### config.mk
export PLATFORM = sky130hd
export DESIGN_NAME = seg_p2s_stream
export DESIGN_NICKNAME = d
export VERILOG_FILES = /design/src/rtl/seg_p2s_stream.sv
export SDC_FILE = /design/constraint.sdc
export NUM_CORES = 1
export LEC_CHECK = 0
export CORE_UTILIZATION = 59
export CTS_BUF_LIST = sky130_fd_sc_hd__clkbuf_4
export CTS_CLUSTER_DIAMETER = 120
export DETAILED_ROUTE_END_ITERATION = 8
export PLACE_DENSITY_LB_ADDON = 0.08
export SLEW_MARGIN = 20
export SYNTH_ARGS = -nofsm -noshare
export SYNTH_HDL_FRONTEND = slang
export SYNTH_SLANG_ARGS = --single-unit
### constraint.sdc
create_clock -name clk -period 2.9 [get_ports clk]
set_input_delay 0.725 -clock clk [delete_from_list [all_inputs] [get_ports clk]]
set_output_delay 0.725 -clock clk [all_outputs]
set_load 0.02 [all_outputs]
### src/rtl/seg_p2s_stream.sv
// Parallel-to-serial driver for the seven-segment shift-register chain.
// Snapshots a WIDTH-bit pattern, shifts it out on a registered sclk, then strobes sen.
module seg_p2s_stream #(
   parameter int WIDTH     = 64,
   parameter int DIV       = 1,
   parameter int MSB_FIRST = 1,
   parameter int AUTO      = 1
) (
   input  logic             clk,
   input  logic             rst,
   input  logic [WIDTH-1:0] data,
   input  logic             start,
   output logic             sclk,
   output logic             sdata,
   output logic             sclr,
   output logic             sen,
   output logic             busy,
   output logic             done
);
   localparam int HW = $clog2(DIV + 1);
   localparam int BW = $clog2(WIDTH + 1);
   localparam logic [HW-1:0] HLAST = HW'(DIV - 1);
   localparam bit MSB = (MSB_FIRST != 0);

   typedef enum logic [1:0] {IDLE, SHIFT, LATCH} state_t;

   state_t           state;
   logic [WIDTH-1:0] shreg;
   logic [WIDTH-1:0] last_sent;
   logic [HW-1:0]    hcnt;
   logic [BW-1:0]    bitcnt;
   logic             pending;
   logic             rst_d;
   logic             req;

   assign req = start | ((AUTO != 0) && (data != last_sent));

   always_ff @(posedge clk) begin
      if (rst) begin
         state     <= IDLE;
         shreg     <= '0;
         last_sent <= '0;
         hcnt      <= '0;
         bitcnt    <= '0;
         pending   <= 1'b0;
         rst_d     <= 1'b1;
         sclk      <= 1'b0;
         sdata     <= 1'b0;
         sclr      <= 1'b0;
         sen       <= 1'b0;
         busy      <= 1'b0;
         done      <= 1'b0;
      end else begin
         // rst_d keeps the chain cleared for one extra cycle after release
         rst_d <= 1'b0;
         sclr  <= ~rst_d;
         done  <= 1'b0;
         case (state)
            IDLE: begin
               if (req || pending) begin
                  state     <= SHIFT;
                  shreg     <= data;
                  last_sent <= data;
                  bitcnt    <= BW'(WIDTH);
                  hcnt      <= '0;
                  pending   <= 1'b0;
                  busy      <= 1'b1;
                  sclk      <= 1'b0;
                  sdata     <= MSB ? data[WIDTH-1] : data[0];
               end
            end
            SHIFT: begin
               if (req) pending <= 1'b1;
               if (hcnt == HLAST) begin
                  hcnt <= '0;
                  if (!sclk) begin
                     sclk <= 1'b1;
                  end else if (bitcnt == BW'(1)) begin
                     state <= LATCH;
                     sclk  <= 1'b0;
                     sdata <= 1'b0;
                     sen   <= 1'b1;
                  end else begin
                     // next bit appears on the same edge sclk falls
                     sclk   <= 1'b0;
                     bitcnt <= bitcnt - BW'(1);
                     if (MSB) begin
                        sdata <= shreg[WIDTH-2];
                        shreg <= shreg << 1;
                     end else begin
                        sdata <= shreg[1];
                        shreg <= shreg >> 1;
                     end
                  end
               end else begin
                  hcnt <= hcnt + HW'(1);
               end
            end
            LATCH: begin
               if (req) pending <= 1'b1;
               if (hcnt == HLAST) begin
                  hcnt  <= '0;
                  state <= IDLE;
                  sen   <= 1'b0;
                  busy  <= 1'b0;
                  done  <= 1'b1;
               end else begin
                  hcnt <= hcnt + HW'(1);
               end
            end
            default: state <= IDLE;
         endcase
      end
   end
endmodule

==> impl_metrics.ini, run 1 <==
[setup_path]
rrSetupSlack_ns = 0.33
crit_type = input pin to flip-flop
worst_setup_path_start_kind = input pin
startpoint = data[16]
cp_max_fo = 5
rr_startpoint = last_sent[21]
worstPathArrival_ns = 3.27
r2r-end = last_sent[12]
required_ns = 3.32
crit_path_end_kind = flip-flop
r2r_cells = 9

[detailed_routing]
wl_um = 16600
vias = 5608
drc = 12
antenna_left = 0
dr.first_iter.drc_count = 335
wl_per_cell_um = 17.0
vias_per_cell = 5.72
first_pass_iters = 7

[cts]
cts_buffers = 17
clkSinkCount = 144
clk_pin_slew_ns = 0.11
cts_tree = built
insertion_delay_ns = 0.55
clockBufferDepth = 2
htreeDepth = 4
root_buffer = clkbuf_4

[finish]
n_fill_cell = 835
num-nets-final = 901
final-seq-area_um2 = 2880
multi_input_area_um2 = 3810
drive_above_1_share = 0.210
stdcell_count = 981
syn2layout_area_growth_pct = 22.9
diodes = 0

[yosys]
synth_edf_count = 0
syn-num-nets = 777
synth_top_area_share = 0.411
async_flop_share = 0
yosys.area.top_type = dfxtp_1
synthTopCellsByCount = dfxtp_1, nor2_1, mux2i_1, a211oi_2, xnor2_1
synth.area.top_cells = dfxtp_1, mux2i_1, a211oi_2, nor2_1, xnor2_1
seq_area_frac_synth = 0.411
synth_cell_type_count = 50
avgSynthCellArea_um2 = 9.94
syn_area_um2 = 7010
ys_seq_elements = 144
synth-warning-count = 0
syn_inst = 705
yosysMostFrequentCell = dfxtp_1
ys.flop_type = dfxtp_1

[floorplanning]
die_y_um = 111
initial_core_util = 0.609
io_pins = 73
rows = 39
core_um2 = 11500
die_w_um = 111
die-area_um2 = 12300

[worst_hold_path]
hold_depth = 1
worstHoldEndpoint = sclr
min_from = rst_d
hold_path_class = flip-flop to flip-flop

[global_routing]
grt_pass1_wl_um = 27300
antenna_found_initial = 0
overflow = 0
grt_pass1_vias = 5484
grt_max_degree = 82
grt_util_all_layers = 0.286

[timing]
fin_skew_ns = 0.0154
fmax_mhz = 351
post-route-period-util = 0.983
setup_viol = 0
slew-limit-headroom = 0.509
hold_viol = 0
worst_hold_slack_ns = 0.381
worst_pin_slew_ns = 0.736
drv_slew = 0
fin_crit_ns = 2.85

[power_and_ir_drop]
power.total_mw = 5.26
leakagePower_nw = 3.43
p_per_area_nw_per_um2 = 610
irDropWorstVdd_mv = 0.449

[flow_run]
maxCapViolCount = 0

[run_status]
violations = DRC
status = finished, violations left

[placement]
dp_hpwl_um = 12300
port_buffers = 72
post-place-cells = 953
place_congestion = 0.865
## through the flow
step | TNS (ns) | utilization | setup WS [ns] | area [um^2]
final | 0 | 0.748 | 0.0504 | 8610
after global placement | -69.97 | 0.726 | -0.584 | 8360
after floorplan | 0 | - | 0.249 | 7010
after global routing | -0.000241 | 0.748 | -0.000241 | 8610
after detailed placement | -81.17 | 0.726 | -0.710 | 8360
after CTS | 0 | 0.744 | 0.000303 | 8570
## cell families (layout without fill, tap and decap cells)
group,Yosys count,count (layout),share of synthesized area
simple gates,192,192,0.123
flops,144,144,0.411
mux,129,129,0.184
compound gates,112,112,0.161
buf+inv,80,213,0.0576
xor+xnor,43,43,0.0537
fa+ha+maj,5,5,0.00892
## registers in the layout (all words and copies together) (netlist names)
signal / count
sen: 1
bitcnt: 7
sdata: 1
state: 2
sclr: 1
busy: 1
done: 1
pending: 1
rst_d: 1
sclk: 1
shreg: 63
last_sent: 64
## per-layer routing
layer  vias to the layer above  wire [um]  track usage
met5                         -          0            0
met4                         0        329        0.111
met3                        24        806       0.0623
met2                       145       8140        0.484
met1                      2698       7380        0.354
li1                       2741          -            -
## layout by cell type (no fill, tap or decap), types with 3 or more instances in the layout
cell type | netlist | layout
xor2_1 | 5 | 5
o22ai_1 | 8 | 8
a211oi_1 | 5 | 5
clkdlybuf4s50_1 | 0 | 70
a22o_1 | 3 | 3
inv_1 | 32 | 32
nor3_1 | 4 | 4
o21ai_0 | 4 | 4
buf_12 | 0 | 8
ha_1 | 5 | 4
xnor2_1 | 38 | 38
dfxtp_1 | 144 | 144
nor2_1 | 133 | 133
buf_4 | 1 | 73
nand2b_1 | 4 | 4
a21oi_1 | 8 | 8
nand4_1 | 14 | 14
clkbuf_4 | 0 | 23
mux2i_1 | 129 | 127
a211oi_2 | 58 | 58
nor2b_1 | 9 | 9
nand2_1 | 7 | 7
clkinv_1 | 0 | 5
nor4_1 | 8 | 5
## critical path, stage by stage
cell	delay, ns
clkdlybuf4s50_1	0.53
xnor2_1	0.15
buf_4	0.16
nand4_1	0.27
nor4_4	0.32
nand3_2	0.18
o31ai_4	0.27
buf_4	0.21
buf_4	0.17
mux2i_1	0.20
nor2_1	0.06
## where the power goes
group	total (mW)	internal [mW]	switching [mW]
Combinational	1.78	0.849	0.931
Clock	1.01	0.363	0.645
Sequential	2.47	2.28	0.187
Total	5.26	3.49	1.76
## worst max path at each step
stage                          to  depth (start not counted)
floorplan            last_sent[1]                          9
detailed placement  last_sent[31]                         11
global placement     last_sent[2]                         11
global route        last_sent[23]                         11
finish              last_sent[12]                         11
CTS                 last_sent[31]                         11
## final cells by class
class | instances | area share
Clock inverter | 5 | 0.00218
Tap cell | 143 | 0.0208
Clock buffer | 23 | 0.0200
Sequential cell | 144 | 0.335
Inverter | 32 | 0.0139
Timing Repair Buffer | 153 | 0.166
Multi-Input combinational cell | 481 | 0.442
## timing repair
item	CTS	global route
hold buffers	0	0
endpoints found under the setup margin	62	132
buffers inserted	0	0
pin swaps	0	4
hold endpoints to repair	0	0
gates resized for setup	2	8
Power figures use the tool's default switching activity.
==> inputs of run 2 (changes only) <==
Settings changed: CORE_UTILIZATION 59 to 60, DONT_BUFFER_PORTS set to 1.
==> run 2 against run 1 <==
The run now ends clean. Final cell count shrank 13%. Total power shrank 2.6%. Core utilization shrank 9.7 points. Die area shrank 1.6%. Non-clock buffer count shrank 134. Wire length shrank 11%. Clock power grew 18%. Combinational power shrank 18%. Largest cell class unchanged.
==> impl_metrics.ini, run 2 (synthesis results as in run 1) <==
[timing]
worst_pin_slew_ns = 0.613
finalSetupTns_ns = 0
hold_viol = 0
fmax_mhz = 366
rsz0062_at_grt = false
post-route-period-util = 0.941
setup_viol = 0
fin_skew_ns = 0.0125
fin_crit_ns = 2.73
slew-limit-headroom = 0.591
drv_slew = 0

[power_and_ir_drop]
p_per_area_nw_per_um2 = 689
leakagePower_nw = 2.84
irDropWorstVdd_mv = 0.409

[placement]
place_congestion = 0.849
dp_hpwl_um = 10900
post-place-cells = 819
port_buffers = 0

[floorplanning]
io_pins = 73
die_y_um = 110
rows = 39
initial_core_util = 0.614
die_w_um = 110
core_um2 = 11400
die-area_um2 = 12100

[setup_path]
required_ns = 3.35
cp_max_fo = 7
crit_path_end_kind = flip-flop
worst_setup_path_start_kind = flip-flop
crit_type = flip-flop to flip-flop
worstPathArrival_ns = 3.18

[cts]
clkSinkCount = 144
clockBufferDepth = 2
insertion_delay_ns = 0.56
cts_hold_buf = 0
cts_tree = built
cts_setup_buffers = 0
clk_pin_slew_ns = 0.11
htreeDepth = 4
cts_buffers = 17
cts_resized = 0
root_buffer = clkbuf_4

[detailed_routing]
vias_per_cell = 5.75
vias = 4884
first_pass_iters = 5
drc = 0
antenna_left = 0
wl_per_cell_um = 17.5
dr.first_iter.drc_count = 320
wl_um = 14900

[global_routing]
antenna_found_initial = 0
grt_pass1_wl_um = 23300
grt_util_all_layers = 0.259
overflow = 0
grt_max_degree = 148
grt_pass1_vias = 4559

[run_status]
status = complete, no violations

[finish]
stdcell_count = 850
largest_reg_flops = 64
reg_top3 = last_sent x64, shreg x63, bitcnt x7
n_fill_cell = 954
final_cell_mix = dfxtp_1, nor2_1, mux2i_1
mostFrequentLayoutCell = dfxtp_1
syn2layout_area_growth_pct = 5.96
regMostFlops = last_sent
num-nets-final = 767
diodes = 0
drive_above_1_share = 0.154

[worst_hold_path]
hold_path_class = input pin to flip-flop

[flow_run]
maxCapViolCount = 0
==> run 2: cell count changes in the layout (fill, tap and decap cells not counted), sizes merged <==
cell           delta
clkinv            +2
clkbuf            -2
clkinvlp          +1
buf              -63
clkdlybuf4s50    -70
dlymetal6s2s      -1
bufinv            +2
==> run 2: power breakdown <==
| group | total [mW] | switching, mW | leakage, nW | internal [mW] |
|---|---|---|---|---|
| registers | 2.47 | 0.190 | 1.19 | 2.28 |
| clock network | 1.19 | 0.667 | 0.138 | 0.526 |
| logic | 1.46 | 0.767 | 1.50 | 0.690 |
==> run 2: routing by layer <==
metal	part of all wire	global-route usage
met5	0	0
met4	0.020	0.105
met3	0.057	0.0747
met2	0.48	0.410
met1	0.44	0.332
==> run 2: layout make-up <==
class	count	area [um^2]	share of cell area
Clock buffer	21	158	0.0212
Clock inverter	10	95.1	0.0128
Inverter	32	120	0.0162
Multi-Input combinational cell	481	3750	0.505
Sequential cell	144	2880	0.388
Tap cell	143	179	0.0241
Timing Repair Buffer	19	243	0.0327
==> run 2: path summary, 6_finish.rpt <==
check / startpoint / endpoint / slack (ns) / cells past startpoint
worst min-delay path: rst / rst_d / 0.21 / 0
worst max-delay path: last_sent[21] / last_sent[60] / 0.17 / 9
worst max register to register: last_sent[21] / last_sent[60] / 0.17 / 9
worst min register to register: rst_d / sclr / 0.39 / 1
==> run 2: per-stage QoR <==
stage	utilization	area (um^2)	setup slack, ns	power [mW]	hold WS (ns)
3_5_place_dp	0.628	7180	-0.113	3.98	0.376
2_1_floorplan	-	7010	0.249	3.75	0.363
3_3_place_gp	0.628	7180	-0.0501	3.92	0.365
4_1_cts	0.651	7430	0.207	5.17	0.160
5_1_grt	0.651	7430	0.0423	5.43	0.149
6_report	0.651	7430	0.170	5.12	0.209
==> run 2: worst max-delay path: stages (launching register included) <==
cell and delay (ns):
dfxtp_1 0.33, nor2b_1 0.15, or4_1 0.46, nor4_1 0.42, nand4_1 0.29, o31ai_4 0.33, buf_12 0.18, buf_4 0.18
mux2i_1 0.22, nor2_1 0.06
==> inputs of run 3 (changes only) <==
Settings changed: CORE_MARGIN set to 1.5, SLEW_MARGIN 20 to not set.
Clock period 2.9 ns to 3.2 ns, I/O delays scaled along.
==> run 3 against run 2 <==
Setup slack improved by 0.17 ns. Non-clock buffer count fell by 10. Core utilization is 1.1 points lower. Wire length increased by 1.7%. Register-to-register slack gained 0.17 ns. Global-route usage fell by 0.42 points. First-iteration DRC count decreased by 26%. Clock power is 8% lower. Critical path type unchanged. Sequential share of layout area grew 0.64 points. Clock skew down 0.0017 ns. Total power down 10%. Sequential cell count unchanged.
==> impl_metrics.ini, run 3 (synthesis results as in run 1) <==
[floorplanning]
io_pins = 73
core_um2 = 11400
rows = 39
die_y_um = 111
die-area_um2 = 12300
die_w_um = 111
initial_core_util = 0.614

[power_and_ir_drop]
p_clk_frac = 0.237
power.total_mw = 4.60
intPower_mw = 3.14
seqPwrFrac = 0.488
irDropWorstVdd_mv = 0.356
p_per_area_nw_per_um2 = 629
power.switching_mw = 1.46
leakagePower_nw = 2.78
switching_share = 0.318
pwr-share-comb = 0.275

[setup_path]
cpLargestDelayFamily = simple AND/OR/NAND/NOR gates
crit_slowest_cell = nor4_1
worst_setup_path_start_kind = flip-flop
crit_type = flip-flop to flip-flop
crit_path_end_kind = flip-flop
slowest_delay_ns = 0.51
worstPathArrival_ns = 3.31
worstPathCellList = nor2b_1 > or4_1 > nor4_1 > nand4_1 > o31ai_4 > buf_12 > mux2i_1 > nor2_1
cp_max_fo = 36
cp_num_buf_inv = 1
required_ns = 3.65

[cts]
clkSinkCount = 144
htreeDepth = 4
cts_hold_buf = 0
cts_resized = 0
clockBufferDepth = 2
cts_setup_buffers = 0
insertion_delay_ns = 0.55
cts_tree = built
clk_pin_slew_ns = 0.11
cts_buffers = 17
root_buffer = clkbuf_4

[global_routing]
grt_max_degree = 148
antenna_found_initial = 0
grt_pass1_wl_um = 24600
overflow = 0
grt_util_all_layers = 0.255
grt_pass1_vias = 4749

[placement]
place_congestion = 0.827
dp_hpwl_um = 10900
dp_worst_setup_slack_ns = -0.0372
post-place-cells = 809
port_buffers = 0

[finish]
stdcell_count = 840
regMostFlops = last_sent
mostFrequentLayoutCell = dfxtp_1
diodes = 0
final_cell_mix = dfxtp_1, nor2_1, mux2i_1
drive_above_1_share = 0.145
largest_reg_flops = 64
reg_top3 = last_sent x64, shreg x63, bitcnt x7
syn2layout_area_growth_pct = 4.25
n_fill_cell = 1017
num-nets-final = 757

[timing]
rsz0062_at_grt = false
fmax_mhz = 349
drv_slew = 0
post-route-period-util = 0.894
fin_skew_ns = 0.0109
finalSetupTns_ns = 0
worst_hold_slack_ns = 0.275
worst_pin_slew_ns = 0.866
final.setup.worst_slack_ns = 0.338
fin_crit_ns = 2.86
setup_viol = 0
slew-limit-headroom = 0.423
hold_viol = 0

[detailed_routing]
wl_per_cell_um = 18.0
drc = 0
dr.first_iter.drc_count = 237
vias_per_cell = 5.82
wl_um = 15100
first_pass_iters = 4
vias = 4886
antenna_left = 0

[flow_run]
maxCapViolCount = 0

[run_status]
status = complete, no violations

[worst_hold_path]
hold_path_class = input pin to flip-flop
==> run 3: changes by cell type in the layout (fill, tap and decap cells not counted) <==
cell | before | now
buf_4 | 11 | 5
buf_12 | 8 | 4
clkbuf_4 | 21 | 22
clkinv_1 | 6 | 4
clkinv_2 | 1 | 2
==> run 3: worst paths after layout <==
path                                    start             to  slack [ns]  cells after the start
worst max-delay path            last_sent[21]  last_sent[32]        0.34                      8
worst min-delay path                      rst          rst_d        0.28                      0
worst max register to register  last_sent[21]  last_sent[32]        0.34                      8
worst min register to register          rst_d           sclr        0.38                      1
==> run 3: cell type report <==
type                    count  area [um^2]  share of cell area
well taps                 143          179              0.0245
inverters                  32          120              0.0164
clock inverters             9         92.6              0.0127
multi-input cells         481         3750               0.513
repair buffers              9          118              0.0161
flip-flops and latches    144         2880               0.394
clock buffers              22          165              0.0226
==> run 3: per-layer routing <==
layer / share of wire / track usage / vias to the layer above
li1: - / - / 2449
met1: 0.45 / 0.325 / 2334
met2: 0.48 / 0.416 / 85
met3: 0.055 / 0.0711 / 18
met4: 0.017 / 0.0886 / 0
met5: 0 / 0 / -
==> run 3: through the flow <==
stage                     instance area, um^2   util
after floorplan                          7010      -
after global placement                   7050  0.617
after detailed placement                 7050  0.617
after CTS                                7310  0.640
after global routing                     7310  0.640
final                                    7310  0.640
==> run 3: power by group through the flow <==
stage / registers (mW) / clock network (mW) / logic, mW
after floorplan: 2.23 / 0 / 1.16
after global placement: 2.27 / 0 / 1.24
after detailed placement: 2.28 / 0 / 1.28
after CTS: 2.24 / 1.13 / 1.28
after global routing: 2.28 / 1.20 / 1.39
final: 2.24 / 1.09 / 1.27
